File: src/rtl/pdi_scan_filter.sv
// Scanner for N_CH parallel 74HC165 chains with shared timing and a debounce filter.
// A scan word is published only after FILT consecutive identical scans.
module pdi_scan_filter #(
  parameter int unsigned N_CH     = 2,
  parameter int unsigned BITS     = 16,
  parameter int unsigned CLK_DIV  = 4,
  parameter int unsigned LOAD_CYC = 4,
  parameter int unsigned GAP_CYC  = 1000,
  parameter int unsigned FILT     = 3,
  parameter int unsigned AUTO     = 1
) (
  input  logic                 CLK,
  input  logic                 RESET,
  input  logic                 START,
  input  logic [N_CH-1:0]      pdi_dat,
  output logic [N_CH-1:0]      pdi_clk,
  output logic [N_CH-1:0]      pdi_lt,
  output logic [N_CH*BITS-1:0] DATA,
  output logic                 DATA_VALID,
  output logic                 CHANGED,
  output logic                 BUSY
);

  localparam int unsigned W       = N_CH * BITS;
  localparam int unsigned CYC_MAX = (LOAD_CYC > CLK_DIV)
                                    ? ((LOAD_CYC > GAP_CYC) ? LOAD_CYC : GAP_CYC)
                                    : ((CLK_DIV > GAP_CYC) ? CLK_DIV : GAP_CYC);
  localparam int unsigned CYC_W   = $clog2(CYC_MAX + 1);
  localparam int unsigned BIT_W   = (BITS > 1) ? $clog2(BITS) : 1;
  localparam int unsigned CNT_W   = $clog2(FILT + 1);

  typedef enum logic [2:0] {
    S_IDLE, S_LOAD, S_SETTLE, S_HI, S_LO, S_CHECK, S_GAP
  } state_t;

  state_t               state, state_nxt;
  logic [CYC_W-1:0]     cyc;
  logic [CYC_W-1:0]     phase_len;
  logic                 phase_end;
  logic [BIT_W-1:0]     bit_idx;
  logic                 sample;
  logic                 busy_nxt;
  logic [N_CH-1:0]      sync1, sync2;
  logic [W-1:0]         raw, prev;
  logic [CNT_W-1:0]     cnt, cnt_inc, cnt_nxt;
  logic                 accept;
  logic                 first;

  // Length of the current timed phase
  always_comb begin
    phase_len = CYC_W'(CLK_DIV);
    case (state)
      S_LOAD:  phase_len = CYC_W'(LOAD_CYC);
      S_GAP:   phase_len = CYC_W'(GAP_CYC);
      default: phase_len = CYC_W'(CLK_DIV);
    endcase
    phase_end = (cyc == phase_len - CYC_W'(1));
  end

  always_ff @(posedge CLK or posedge RESET) begin
    if (RESET) state <= S_IDLE;
    else       state <= state_nxt;
  end

  // Next-state decode; sample strobes on the last cycle of SETTLE and of each LO
  always_comb begin
    state_nxt = state;
    sample    = 1'b0;
    case (state)
      S_IDLE:   if (AUTO != 0 || START) state_nxt = S_LOAD;
      S_LOAD:   if (phase_end) state_nxt = S_SETTLE;
      S_SETTLE: if (phase_end) begin
                  sample    = 1'b1;
                  state_nxt = (BITS > 1) ? S_HI : S_CHECK;
                end
      S_HI:     if (phase_end) state_nxt = S_LO;
      S_LO:     if (phase_end) begin
                  sample    = 1'b1;
                  state_nxt = (bit_idx == BIT_W'(BITS - 1)) ? S_CHECK : S_HI;
                end
      S_CHECK:  state_nxt = (AUTO == 0) ? S_IDLE : ((GAP_CYC == 0) ? S_LOAD : S_GAP);
      S_GAP:    if (phase_end) state_nxt = S_LOAD;
      default:  state_nxt = S_IDLE;
    endcase
    busy_nxt = (state_nxt == S_LOAD) || (state_nxt == S_SETTLE) || (state_nxt == S_HI) ||
               (state_nxt == S_LO) || (state_nxt == S_CHECK);
  end

  // Phase timer restarts on every state change
  always_ff @(posedge CLK or posedge RESET) begin
    if (RESET)                                     cyc <= '0;
    else if (state_nxt != state || state == S_IDLE) cyc <= '0;
    else                                           cyc <= cyc + CYC_W'(1);
  end

  always_ff @(posedge CLK or posedge RESET) begin
    if (RESET)                bit_idx <= '0;
    else if (state == S_LOAD) bit_idx <= '0;
    else if (sample)          bit_idx <= bit_idx + BIT_W'(1);
  end

  always_ff @(posedge CLK or posedge RESET) begin
    if (RESET) begin
      sync1 <= '0;
      sync2 <= '0;
    end else begin
      sync1 <= pdi_dat;
      sync2 <= sync1;
    end
  end

  // Shifting in from the LSB leaves the first bit out in each chain's MSB
  always_ff @(posedge CLK or posedge RESET) begin
    if (RESET) begin
      raw <= '0;
    end else if (sample) begin
      for (int c = 0; c < N_CH; c++)
        raw[c*BITS +: BITS] <= (raw[c*BITS +: BITS] << 1) | BITS'(sync2[c]);
    end
  end

  always_comb begin
    cnt_inc = (cnt == CNT_W'(FILT)) ? cnt : cnt + CNT_W'(1);
    cnt_nxt = (raw == prev && cnt != '0) ? cnt_inc : CNT_W'(1);
    accept  = (state == S_CHECK) && (cnt_nxt == CNT_W'(FILT));
  end

  // Filter state and published word
  always_ff @(posedge CLK or posedge RESET) begin
    if (RESET) begin
      cnt        <= '0;
      prev       <= '0;
      first      <= 1'b1;
      DATA       <= '0;
      DATA_VALID <= 1'b0;
      CHANGED    <= 1'b0;
    end else begin
      DATA_VALID <= accept;
      CHANGED    <= accept && (raw != DATA || first);
      if (state == S_CHECK) begin
        cnt  <= cnt_nxt;
        prev <= raw;
      end
      if (accept) begin
        DATA  <= raw;
        first <= 1'b0;
      end
    end
  end

  // Chain-facing strobes follow the state they belong to
  always_ff @(posedge CLK or posedge RESET) begin
    if (RESET) begin
      pdi_clk <= '0;
      pdi_lt  <= '1;
      BUSY    <= 1'b0;
    end else begin
      pdi_clk <= {N_CH{state_nxt == S_HI}};
      pdi_lt  <= {N_CH{state_nxt != S_LOAD}};
      BUSY    <= busy_nxt;
    end
  end

endmodule

File: config.mk
export PLATFORM = sky130hd
export DESIGN_NAME = pdi_scan_filter
export DESIGN_NICKNAME = d
export VERILOG_FILES = /design/src/rtl/pdi_scan_filter.sv
export SDC_FILE = /design/constraint.sdc
export NUM_CORES = 1
export LEC_CHECK = 0
export ABC_AREA = 1
export ABC_CLOCK_PERIOD_IN_PS = 9100
export BUFFER_PORTS_ARGS = -buffer_cell sky130_fd_sc_hd__buf_2
export CAP_MARGIN = 20
export CORE_UTILIZATION = 65
export CTS_CLUSTER_SIZE = 40
export DETAILED_ROUTE_END_ITERATION = 10
export PLACE_DENSITY = 0.93
export SLEW_MARGIN = 20
export SYNTH_ARGS = -nofsm -noshare
export SYNTH_HDL_FRONTEND = slang
export SYNTH_SLANG_ARGS = --single-unit
export TNS_END_PERCENT = 1
File: constraint.sdc
create_clock -name CLK -period 9.1 [get_ports CLK]
set_input_delay 2.73 -clock CLK [delete_from_list [all_inputs] [get_ports CLK]]
set_output_delay 2.73 -clock CLK [all_outputs]
set_load 0.01 [all_outputs]
==> results of run 1 <==
==> final timing paths <==
path / end / cells past startpoint / slack [ns] / from
max in group asynchronous: DATA[30]$_DFFE_PP0P_ / 3 / 5.54 / RESET
min in group asynchronous: prev[20]$_DFFE_PP0P_ / 2 / 2.38 / RESET
setup / recovery: pdi_lt[0] / 1 / 5.20 / pdi_lt[0]$_DFF_PP1_
setup reg to reg: pdi_clk[0]$_DFF_PP0_ / 10 / 6.40 / state[1]$_DFF_PP0_
hold reg to reg: sync2[1]$_DFF_PP0_ / 0 / 0.35 / sync1[1]$_DFF_PP0_
hold / removal: sync2[1]$_DFF_PP0_ / 0 / 0.35 / sync1[1]$_DFF_PP0_
==> flip-flops by register name (all words and copies together), names as in the netlist <==
signal	count
cyc	10
raw	32
first	1
DATA_VALID	1
CHANGED	1
sync1	2
sync2	2
prev	32
pdi_lt	1
pdi_clk	1
BUSY	1
DATA	32
cnt	2
state	3
bit_idx	4
==> layout make-up <==
class	instances	area, um2	area share [%]
Clock buffer	18	428	6.30
Clock inverter	13	141	2.08
Inverter	87	329	4.84
Multi-Input combinational cell	505	2400	35.3
Sequential cell	125	3130	46.1
Tap cell	108	135	1.99
Timing Repair Buffer	45	233	3.42
==> synthesized netlist by cell type <==
cell,count,area [um2]
sky130_fd_sc_hd__o22ai_1,3,18.8
sky130_fd_sc_hd__buf_6,6,67.6
sky130_fd_sc_hd__inv_2,19,71.3
sky130_fd_sc_hd__dfstp_2,2,52.6
sky130_fd_sc_hd__nand3_2,1,10.0
sky130_fd_sc_hd__dfrtp_1,123,3080
sky130_fd_sc_hd__buf_2,9,45.0
sky130_fd_sc_hd__nor4_1,1,6.26
sky130_fd_sc_hd__nand4_1,38,238
sky130_fd_sc_hd__xnor2_1,11,96.3
sky130_fd_sc_hd__a211oi_1,1,7.51
sky130_fd_sc_hd__a21oi_1,9,45.0
sky130_fd_sc_hd__or2_2,1,6.26
sky130_fd_sc_hd__nor2_1,49,184
sky130_fd_sc_hd__inv_1,67,251
sky130_fd_sc_hd__nand3_1,14,70.1
sky130_fd_sc_hd__nand2_2,3,18.8
sky130_fd_sc_hd__clkbuf_1,9,33.8
sky130_fd_sc_hd__nand2b_1,1,6.26
sky130_fd_sc_hd__buf_1,2,7.51
sky130_fd_sc_hd__ha_1,2,25.0
sky130_fd_sc_hd__nand4_4,1,21.3
sky130_fd_sc_hd__clkinv_1,1,3.75
sky130_fd_sc_hd__xor2_1,14,123
sky130_fd_sc_hd__nor2_4,3,33.8
sky130_fd_sc_hd__buf_4,2,15.0
sky130_fd_sc_hd__o21ai_1,37,185
sky130_fd_sc_hd__nor2_2,5,31.3
sky130_fd_sc_hd__nor3b_1,2,15.0
sky130_fd_sc_hd__o211ai_2,1,12.5
sky130_fd_sc_hd__o221ai_1,2,17.5
sky130_fd_sc_hd__nor3_1,10,50.1
sky130_fd_sc_hd__o21ai_0,49,245
sky130_fd_sc_hd__nand2_1,247,927
==> cells in the final DEF (no fill, tap or decap), drive strengths merged, types with 2 or more instances in the layout <==
master      n
o22ai       3
dfrtp     123
nor3       10
clkinvlp    3
xnor2      11
nand4      39
nand2     250
inv        88
nor3b       2
o221ai      2
o21ai      86
clkbuf     18
clkinv      7
bufinv      2
ha          2
a21oi       9
buf        45
nor2       57
nand3      15
dfstp       2
xor2       14
==> stage by stage <==
step | setup WS (ns) | cells | power [uW]
6_report | 5.20 | 901 | 1240
5_1_grt | 5.18 | 901 | 1270
4_1_cts | 5.20 | 901 | 1240
3_5_place_dp | 4.89 | 870 | 600
3_3_place_gp | 4.92 | 870 | 599
2_1_floorplan | 3.05 | 745 | 592
==> layer usage <==
layer  wire [um]  global-route usage [%]
met4         561                    18.3
met2        7480                    54.5
met5           0                       0
met1        5760                    40.0
met3        1290                    8.30
==> logic make-up (layout without fill, tap and decap cells) <==
kind of cell	count (synthesis)	in the layout	synth area share, %
simple gates	376	376	26.9
compound gates	102	102	8.83
fa+ha+maj	2	2	0.416
xor+xnor	25	25	3.64
buf+inv	115	163	8.23
flops	125	125	52.0
==> power groups by stage <==
stage               Combinational [uW]  Clock [uW]  Sequential (uW)
floorplan                         19.1           0              573
global placement                  25.2           0              574
detailed placement                26.2           0              574
CTS                               26.5         647              564
global route                      30.0         672              565
finish                            26.0         648              565
==> impl_results.rst, run 1 <==
.. list-table::
   :header-rows: 1

   * - Metric
     - Value
   * - Run status
     - finished, violations left
   * - Violations in the final reports
     - design-rule violations
   * - Worst-path maximum fanout
     - 2
   * - Worst hold path type
     - register to register
   * - I/O pin total
     - 44
   * - Internal Dissipation
     - 962 uW
   * - Core utilization of the finished layout
     - 76.8%
   * - Category of the worst setup path launch point
     - register
   * - Clock Latency Late Sink
     - 0.52 ns
   * - Diode insertion count for antenna repair
     - 0
   * - Dominant delay contributor by cell family on the critical path
     - flip-flops
   * - Mean instance size in the synthesized netlist
     - slightly above 8 um2
   * - DP Area
     - 6220 um2
   * - Cell Chain, Critical Path
     - buf_2
   * - Total gr overflow
     - 0
   * - CTS Buf Count
     - 17
   * - Number of antenna violations at the first check in global routing
     - 0
   * - Share of power burned in combinational logic
     - between 2 and 2.5%
   * - H-tree depth reported by CTS
     - 4
   * - Total global routing track utilization
     - approximately a third
   * - Floorplan die area
     - 9650 um2
   * - Vias post-DR
     - about 5400
   * - Design area
     - between 6000 and 7000 um2
   * - Standard cell with the maximum stage delay on the critical path
     - sky130_fd_sc_hd__dfstp_2
   * - Time the final worst path needs with I/O delays and setup
     - 3.90 ns
   * - Post-CTS resize count
     - 0
   * - Mapped Cells
     - about 750
   * - 1st-iter DRT viols
     - 456
   * - Count of state elements after synthesis
     - 125
   * - Number of buffers added to fix hold violations after cts
     - 0
   * - Fraction of power consumed by the clock network
     - 52.3%
   * - Power per cell area
     - between 150 and 200 nW/um2
   * - Postcts setup bufs
     - 0
   * - Post-detailed-route via-to-cell ratio
     - 5.97
   * - Buffer and inverter count on the worst path
     - 1
   * - Share of final-layout standard cells stronger than drive strength 1
     - 14.2%
   * - Core area
     - 8850 um2
   * - Sw Ratio
     - between 20% and 30%
   * - I/O Buffers
     - 42
   * - Setup TNS
     - 0 ns
   * - Classification of the worst setup path
     - register to primary output
   * - Global-route wire length before repair
     - between 20000 and 25000 um
   * - DRC violation count after routing
     - 2
   * - Number of global-route vias before repair
     - approximately 5300
   * - Unrepaired setup endpoints after global routing
     - no
   * - Largest vdd supply drop
     - about 180 uV
   * - Worst slew margin relative to its limit
     - a little under two fifths
   * - Max Slew Vio Count
     - 0
   * - Count of fill cells added during filler insertion
     - 546
   * - DRT antenna net count
     - 0
   * - Required time reported for the critical path endpoint
     - between 6 and 7 ns
   * - Max Cap Viol
     - 0
   * - Count of clock tree sinks
     - between 100 and 150
   * - Arrival time reported for the critical path endpoint
     - about 1.2 ns
   * - Floorplan row count
     - 34
   * - Synth Net Count
     - about 750
   * - Final hold violation count
     - 0
   * - Detailed-router iteration count before antenna repair
     - 9
   * - Register share of total power
     - a little under half
   * - Distinct cells, synth
     - 34
   * - Total routed wirelength
     - between 15000 and 20000 um
   * - Last weighted congestion value of the routability-driven placer
     - 0.964
   * - Die X
     - approximately 98 um
   * - Post-DP HPWL
     - roughly 9200 um
   * - Layout Area Growth over Synthesis
     - 12.9%
   * - Clock transition at the register clock pins on the worst setup and hold paths after CTS
     - roughly 0.060 ns
   * - Routed length per placed instance
     - ~17 um
   * - Synthesis Warnings
     - 0
   * - Initial Utilization
     - approximately 70%
   * - Reported net switching power
     - approximately 280 uW
   * - Worst hold slack
     - roughly 0.35 ns
   * - Largest net degree at the start of global routing
     - 76
   * - Max frequency
     - between 0.2 and 0.3 GHz
   * - Delay of the slowest cell on the worst path
     - roughly 0.53 ns
   * - CTS tree
     - built
   * - Total standard cell area after synthesis
     - about 6000 um2
   * - Worst Max-Slew Pin Slew
     - 0.940 ns
   * - Sequential share of the synthesized area
     - a little over half
   * - Fin crit share
     - a little over two fifths
   * - # setup viols final
     - 0
   * - Clock Skew
     - around 0.0094 ns
   * - Largest buffer count on any clock path
     - 2
   * - Final-stage net count
     - 788
   * - Vertical die dimension
     - between 90 and 100 um
   * - Leakage power summed over all cells
     - about 0.0035 uW
   * - Crit end category
     - primary output
   * - Root Driver
     - sky130_fd_sc_hd__clkbuf_8
No activity file was read; power rests on OpenSTA's default activity.
==> inputs of run 2 (changes only) <==
Settings changed: ABC_CLOCK_PERIOD_IN_PS 9100 to 3800, CORE_UTILIZATION 65 to 60, PLACE_DENSITY 0.93 to 0.87.
Clock period 9.1 ns to 3.8 ns, I/O delays scaled along.
==> run 2 against run 1 <==
Effect of this change: the flow now finishes without violations; global-route usage shrank 0.70 points; final cell count grew 3.1%; sequential share of layout area shrank 0.60 points; clock skew shrank 0.0021 ns; setup slack lost 4.0 ns; critical path depth grew 8; clock power grew to 2.6 times the previous value; die area grew 8.2%; hold slack gained 0.0081 ns; final area grew 1.3%.
==> impl_results.rst, run 2 (synthesized netlist as in run 1, its figures left out) <==
.. list-table::
   :header-rows: 1

   * - Metric
     - Value
   * - Run status
     - finished clean
   * - Total routed wirelength
     - around 15000 um
   * - H-tree depth reported by CTS
     - 4
   * - 1st-iter DRT viols
     - around 520
   * - Global-route wire length before repair
     - 25100 um
   * - Post-DP HPWL
     - ~9500 um
   * - Worst hold path type
     - register to register
   * - Commonest non-fill, non-tap cell in the layout
     - sky130_fd_sc_hd__nand2_1
   * - Worst slew margin relative to its limit
     - between 30% and 40%
   * - Total gr overflow
     - 0
   * - Number of global-route vias before repair
     - 5229
   * - Commonest cells after routing, fill and taps aside
     - sky130_fd_sc_hd__nand2_1 (247), sky130_fd_sc_hd__dfrtp_1 (123), sky130_fd_sc_hd__inv_1 (66)
   * - Max Cap Viol
     - 0
   * - Diode insertion count for antenna repair
     - 0
   * - Total global routing track utilization
     - between 30 and 40%
   * - Crit end category
     - register
   * - CTS Buf Count
     - 17
   * - Count of fill cells added during filler insertion
     - 711
   * - Category of the worst setup path launch point
     - register
   * - Vias post-DR
     - 5314
   * - Routed length per placed instance
     - ~17 um
   * - Clock transition at the register clock pins on the worst setup and hold paths after CTS
     - 0.06 ns
   * - Worst-path maximum fanout
     - 35
   * - DRC violation count after routing
     - 0
   * - Final-stage net count
     - ~800
   * - Count of clock tree sinks
     - ~130
   * - Max Slew Vio Count
     - 0
   * - Final hold violation count
     - 0
   * - Arrival time reported for the critical path endpoint
     - 3.04 ns
   * - Core area
     - 9730 um2
   * - Setup TNS
     - 0 ns
   * - Number of antenna violations at the first check in global routing
     - 0
   * - Registers with the most flip-flops
     - DATA x32, prev x32, raw x32
   * - Layout Area Growth over Synthesis
     - 14.4%
   * - Launching element of the worst setup path
     - state[1]$_DFF_PP0_
   * - Root Driver
     - sky130_fd_sc_hd__clkbuf_8
   * - Clock Latency Late Sink
     - between 0.5 and 0.6 ns
   * - Core utilization of the finished layout
     - about 71%
   * - Worst setup timing slack at the placement stage
     - 1.33 ns
   * - Post-detailed-route via-to-cell ratio
     - about 5.7
   * - Largest vdd supply drop
     - 278 uV
   * - # setup viols final
     - 0
   * - Startpoint of the worst hold path
     - sync1[1]$_DFF_PP0_
   * - DRT antenna net count
     - 0
   * - Largest net degree at the start of global routing
     - 64
   * - Reg2reg start
     - state[1]$_DFF_PP0_
   * - Share of final-layout standard cells stronger than drive strength 1
     - roughly 14%
   * - Floorplan row count
     - 36
   * - Postcts setup bufs
     - 0
   * - Max frequency
     - between 0.3 and 0.4 GHz
   * - I/O pin total
     - 44
   * - Initial Utilization
     - about 62%
   * - Classification of the worst setup path
     - register to register
   * - Time the final worst path needs with I/O delays and setup
     - roughly 2.6 ns
   * - Detailed-router iteration count before antenna repair
     - 6
   * - Worst Max-Slew Pin Slew
     - approximately 0.9 ns
   * - Post-CTS resize count
     - 0
   * - Number of buffers added to fix hold violations after cts
     - 0
   * - Required time reported for the critical path endpoint
     - approximately 4.3 ns
   * - Last weighted congestion value of the routability-driven placer
     - a little over 0.9
   * - Power per cell area
     - roughly 450 nW/um2
   * - Fin crit share
     - about 68%
   * - I/O Buffers
     - 42
   * - Post-route setup slack
     - 1.22 ns
   * - Worst hold slack
     - 0.360 ns
   * - Largest buffer count on any clock path
     - 2
   * - Leakage power summed over all cells
     - ~0.0035 uW
   * - Vertical die dimension
     - approximately 100 um
   * - Clock Skew
     - ~0.0073 ns
   * - Die X
     - 102 um
   * - Unrepaired setup endpoints after global routing
     - no
   * - CTS tree
     - built
   * - Floorplan die area
     - about 10000 um2
-- run 2: changes by cell type in the layout (fill, tap and decap cells not counted) --
cell / delta
sky130_fd_sc_hd__nand2_4: -1
sky130_fd_sc_hd__buf_12: +1
sky130_fd_sc_hd__nand2_2: +1
sky130_fd_sc_hd__bufinv_16: +2
sky130_fd_sc_hd__clkinv_4: -2
sky130_fd_sc_hd__inv_4: -1
sky130_fd_sc_hd__buf_4: +1
sky130_fd_sc_hd__clkinv_2: +2
sky130_fd_sc_hd__inv_6: -2
sky130_fd_sc_hd__clkbuf_1: +2
-- run 2: cell type report --
class / instances / area [um2] / share of cell area [%]
sequential: 125 / 3130 / 45.5
multi-input combinational: 505 / 2390 / 34.8
clock buffer: 20 / 435 / 6.32
inverter: 87 / 330 / 4.80
timing repair buffer: 47 / 260 / 3.78
clock inverter: 12 / 169 / 2.45
tap: 133 / 166 / 2.42
-- run 2: power breakdown --
part | internal [uW] | switching (uW)
combinational | 16.9 | 50.0
clock | 1080 | 598
sequential | 1340 | 12.3
-- run 2: worst paths after layout --
check	to	slack (ns)	cells after the start
max	pdi_clk[0]$_DFF_PP0_	1.22	9
min	sync2[1]$_DFF_PP0_	0.36	0
max reg2reg	pdi_clk[0]$_DFF_PP0_	1.22	9
min reg2reg	sync2[1]$_DFF_PP0_	0.36	0
max in group asynchronous	DATA[31]$_DFFE_PP0P_	2.22	3
min in group asynchronous	cyc[7]$_DFF_PP0_	0.71	2
-- run 2: metrics by stage --
stage	total power, uW	instances	cell area [um2]
2_1_floorplan	1420	745	6020
3_3_place_gp	1440	897	6280
3_5_place_dp	1440	897	6280
4_1_cts	3100	929	6890
5_1_grt	3170	929	6890
6_report	3090	929	6890
-- run 2: worst max-delay path: stages, from the launching register on --
cell	delay, ns
sky130_fd_sc_hd__dfrtp_1	0.43
sky130_fd_sc_hd__inv_1	0.14
sky130_fd_sc_hd__nand2_1	0.12
sky130_fd_sc_hd__nor2_4	0.66
sky130_fd_sc_hd__inv_1	0.66
sky130_fd_sc_hd__nand2_1	0.18
sky130_fd_sc_hd__inv_1	0.05
sky130_fd_sc_hd__nand2_1	0.08
sky130_fd_sc_hd__inv_1	0.04
sky130_fd_sc_hd__a21oi_1	0.13
-- run 2: metal layers --
layer	track usage, %	share of wire, %	vias up
met4	15.5	3.6	0
met2	52.1	49	255
met5	0	0	-
li1	-	-	2465
met3	8.21	7.3	54
met1	41.1	40	2540
==> inputs of run 3 (changes only) <==
Settings changed: ABC_AREA 1 to 0, ABC_CLOCK_PERIOD_IN_PS 3800 to 2600, PLACE_DENSITY 0.87 to 0.88.
Clock period 3.8 ns to 2.6 ns, I/O delays scaled along.
==> run 3 against run 2 <==
Effect of this change: the flow now finishes with violations (design-rule violations); first-iteration DRC count down 63%; hold slack worse by 0.13 ns; clock skew up 0.0039 ns; final cell count down 29%; power up 43%; critical path type unchanged.
==> impl_results.rst, run 3 <==
.. list-table::
   :header-rows: 1

   * - Metric
     - Value
   * - Post-synth top area cell
     - sky130_fd_sc_hd__dfrtp_1
   * - H-tree depth reported by CTS
     - 4
   * - Arrival time reported for the critical path endpoint
     - 2.75 ns
   * - Category of the worst setup path launch point
     - register
   * - Most instantiated flip-flop cell in the synthesis netlist
     - sky130_fd_sc_hd__dfrtp_1
   * - Vias post-DR
     - 3918
   * - Top cells by count, synth
     - sky130_fd_sc_hd__dfrtp_1 (123), sky130_fd_sc_hd__nand2_1 (102), sky130_fd_sc_hd__mux2_2 (63), sky130_fd_sc_hd__xnor2_1 (52), sky130_fd_sc_hd__xor2_1 (23)
   * - Worst hold path type
     - input pin to async pin
   * - # setup viols final
     - 0
   * - I/O pin total
     - 44
   * - Floorplan row count
     - 35
   * - Registers with the most flip-flops
     - DATA x32, prev x32, raw x32
   * - Power per cell area
     - roughly 670 nW/um2
   * - Worst-path maximum fanout
     - 23
   * - Worst Max-Slew Pin Slew
     - between 0.6 and 0.7 ns
   * - Area share of the largest cell type after synthesis
     - a little over half
   * - Synth Net Count
     - between 400 and 500
   * - 1st-iter DRT viols
     - approximately 190
   * - Number of antenna violations at the first check in global routing
     - 0
   * - Share of power burned in combinational logic
     - 2.0%
   * - Total standard cell area after synthesis
     - between 5000 and 6000 um2
   * - Classification of the worst setup path
     - register to register
   * - I/O Buffers
     - 42
   * - Count of state elements after synthesis
     - ~130
   * - Clock transition at the register clock pins on the worst setup and hold paths after CTS
     - 0.06 ns
   * - Post-CTS resize count
     - 0
   * - Count of clock tree sinks
     - approximately 130
   * - Mapped Cells
     - between 400 and 500
   * - Logic depth of the worst register-to-register path
     - 6
   * - Commonest cells after routing, fill and taps aside
     - sky130_fd_sc_hd__dfrtp_1 (123), sky130_fd_sc_hd__nand2_1 (102), sky130_fd_sc_hd__mux2_2 (63)
   * - DRT antenna net count
     - 0
   * - Async set-reset flop share out of synthesis
     - 100%
   * - Core utilization of the finished layout
     - 71.5%
   * - DRC violation count after routing
     - 2
   * - Floorplan die area
     - between 9000 and 10000 um2
   * - Max Slew Vio Count
     - 0
   * - Synthesis Warnings
     - 0
   * - Max Cap Viol
     - 0
   * - Diode insertion count for antenna repair
     - 0
   * - Root Driver
     - sky130_fd_sc_hd__clkbuf_8
   * - Number of enable-type register cells in the synthesized netlist
     - 0
   * - Vertical die dimension
     - slightly below 100 um
   * - Routed length per placed instance
     - 19.0 um
   * - Layout Area Growth over Synthesis
     - 16.3%
   * - Internal Dissipation
     - about 3500 uW
   * - CTS tree
     - built
   * - Fin crit share
     - 90.5%
   * - Required time reported for the critical path endpoint
     - approximately 3 ns
   * - Violations in the final reports
     - design-rule violations
   * - Number of buffers added to fix hold violations after cts
     - 0
   * - Share of final-layout standard cells stronger than drive strength 1
     - between 20% and 30%
   * - Time the final worst path needs with I/O delays and setup
     - roughly 2.4 ns
   * - Detailed-router iteration count before antenna repair
     - 8
   * - Postcts setup bufs
     - 0
   * - Total routed wirelength
     - approximately 13000 um
   * - Sequential share of the synthesized area
     - between 50% and 60%
   * - Post-detailed-route via-to-cell ratio
     - 5.93
   * - Unrepaired setup endpoints after global routing
     - no
   * - Global-route wire length before repair
     - 20600 um
   * - Number of global-route vias before repair
     - between 3000 and 4000
   * - CTS Buf Count
     - 17
   * - Cell types with the largest area share after synthesis
     - sky130_fd_sc_hd__dfrtp_1 (54%), sky130_fd_sc_hd__mux2_2 (13%), sky130_fd_sc_hd__xnor2_1 (8.1%), sky130_fd_sc_hd__nand2_1 (6.8%), sky130_fd_sc_hd__xor2_1 (3.6%)
   * - Last weighted congestion value of the routability-driven placer
     - about 0.85
   * - Largest vdd supply drop
     - 471 uV
   * - Reported net switching power
     - 951 uW
   * - Clock Latency Late Sink
     - between 0.5 and 0.6 ns
   * - Clock Skew
     - 0.0113 ns
   * - Total gr overflow
     - 0
   * - Core area
     - about 9200 um2
   * - Run status
     - finished, violations left
   * - Most frequent cell after synthesis
     - sky130_fd_sc_hd__dfrtp_1
   * - Mean instance size in the synthesized netlist
     - ~12 um2
   * - Final-stage net count
     - 544
   * - Initial Utilization
     - 61.4%
   * - Max frequency
     - around 0.43 GHz
   * - Sw Ratio
     - between 20% and 30%
   * - Register share of total power
     - 44.7%
   * - Pwr Total
     - between 4000 and 5000 uW
   * - Crit end category
     - register
   * - Largest buffer count on any clock path
     - 2
   * - Post-DP HPWL
     - around 7700 um
   * - Commonest non-fill, non-tap cell in the layout
     - sky130_fd_sc_hd__dfrtp_1
   * - Total global routing track utilization
     - between 20% and 30%
   * - Largest net degree at the start of global routing
     - 66
   * - Worst hold slack
     - roughly 0.23 ns
   * - Die X
     - between 90 and 100 um
   * - Final hold violation count
     - 0
   * - Fraction of power consumed by the clock network
     - a little over half
   * - Worst slew margin relative to its limit
     - 57.2%
   * - Leakage power summed over all cells
     - roughly 0.0033 uW
   * - Distinct cells, synth
     - 44
   * - Setup TNS
     - 0 ns
[run 3: stage by stage]
stage,instance area (um2),setup WS (ns),cells
after floorplan,5650,0.282,487
after global placement,5980,0.408,629
after detailed placement,5980,0.307,629
after CTS,6570,0.265,661
after global routing,6570,0.131,661
final,6570,0.248,661
[run 3: layout make-up]
cell class,count,area (um2)
clock buffers,19,432
clock inverters,13,165
fillers,589,2620
inverters,3,15.0
multi-input cells,338,2380
flip-flops and latches,125,3130
well taps,111,139
repair buffers,52,310
[run 3: cell families (layout without fill, tap and decap cells)]
group	Yosys count	after routing	synth area share, %
flip-flops	125	125	55.4
buffers and inverters	24	87	2.46
AO/OA/AOI/OAI	23	23	2.86
XOR/XNOR	75	75	11.6
AND/OR/NAND/NOR	173	173	14.2
multiplexers	64	64	12.8
adder cells (fa/ha/maj)	3	3	0.620
[run 3: critical path, cell delays in order (launching register included)]
cell,delay (ns)
sky130_fd_sc_hd__dfrtp_1,0.46
sky130_fd_sc_hd__xnor2_1,0.38
sky130_fd_sc_hd__nand4_1,0.16
sky130_fd_sc_hd__nor3_1,0.38
sky130_fd_sc_hd__nand4b_1,0.23
sky130_fd_sc_hd__buf_4,0.30
sky130_fd_sc_hd__mux2_2,0.32
[run 3: worst paths after layout]
path / from / endpoint / slack, ns
setup / recovery: raw[19]$_DFFE_PP0P_ / DATA[26]$_DFFE_PP0P_ / 0.25
hold / removal: RESET / bit_idx[1]$_DFFE_PP0P_ / 0.23
setup reg to reg: raw[19]$_DFFE_PP0P_ / DATA[26]$_DFFE_PP0P_ / 0.25
hold reg to reg: sync1[1]$_DFF_PP0_ / sync2[1]$_DFF_PP0_ / 0.35
max in group asynchronous: RESET / first$_DFFE_PP1P_ / 1.70
min in group CLK: sync1[1]$_DFF_PP0_ / sync2[1]$_DFF_PP0_ / 0.35
[run 3: power by group through the flow]
stage / clock network [uW] / logic (uW) / registers [uW]
after floorplan: 0 / 59.1 / 2010
after global placement: 0 / 84.4 / 2010
after detailed placement: 0 / 88.5 / 2010
after CTS: 2380 / 90.2 / 1980
after global routing: 2470 / 98.6 / 1980
final: 2360 / 88.0 / 1980
[run 3: metal layers]
metal  track usage (%)  wire (um)  vias to the layer above
li1                  -          -                     1757
met1              34.9       5150                     1964
met2              48.5       6460                      156
met3              6.45        629                       41
met4              11.5        348                        0
met5                 0          0                        -
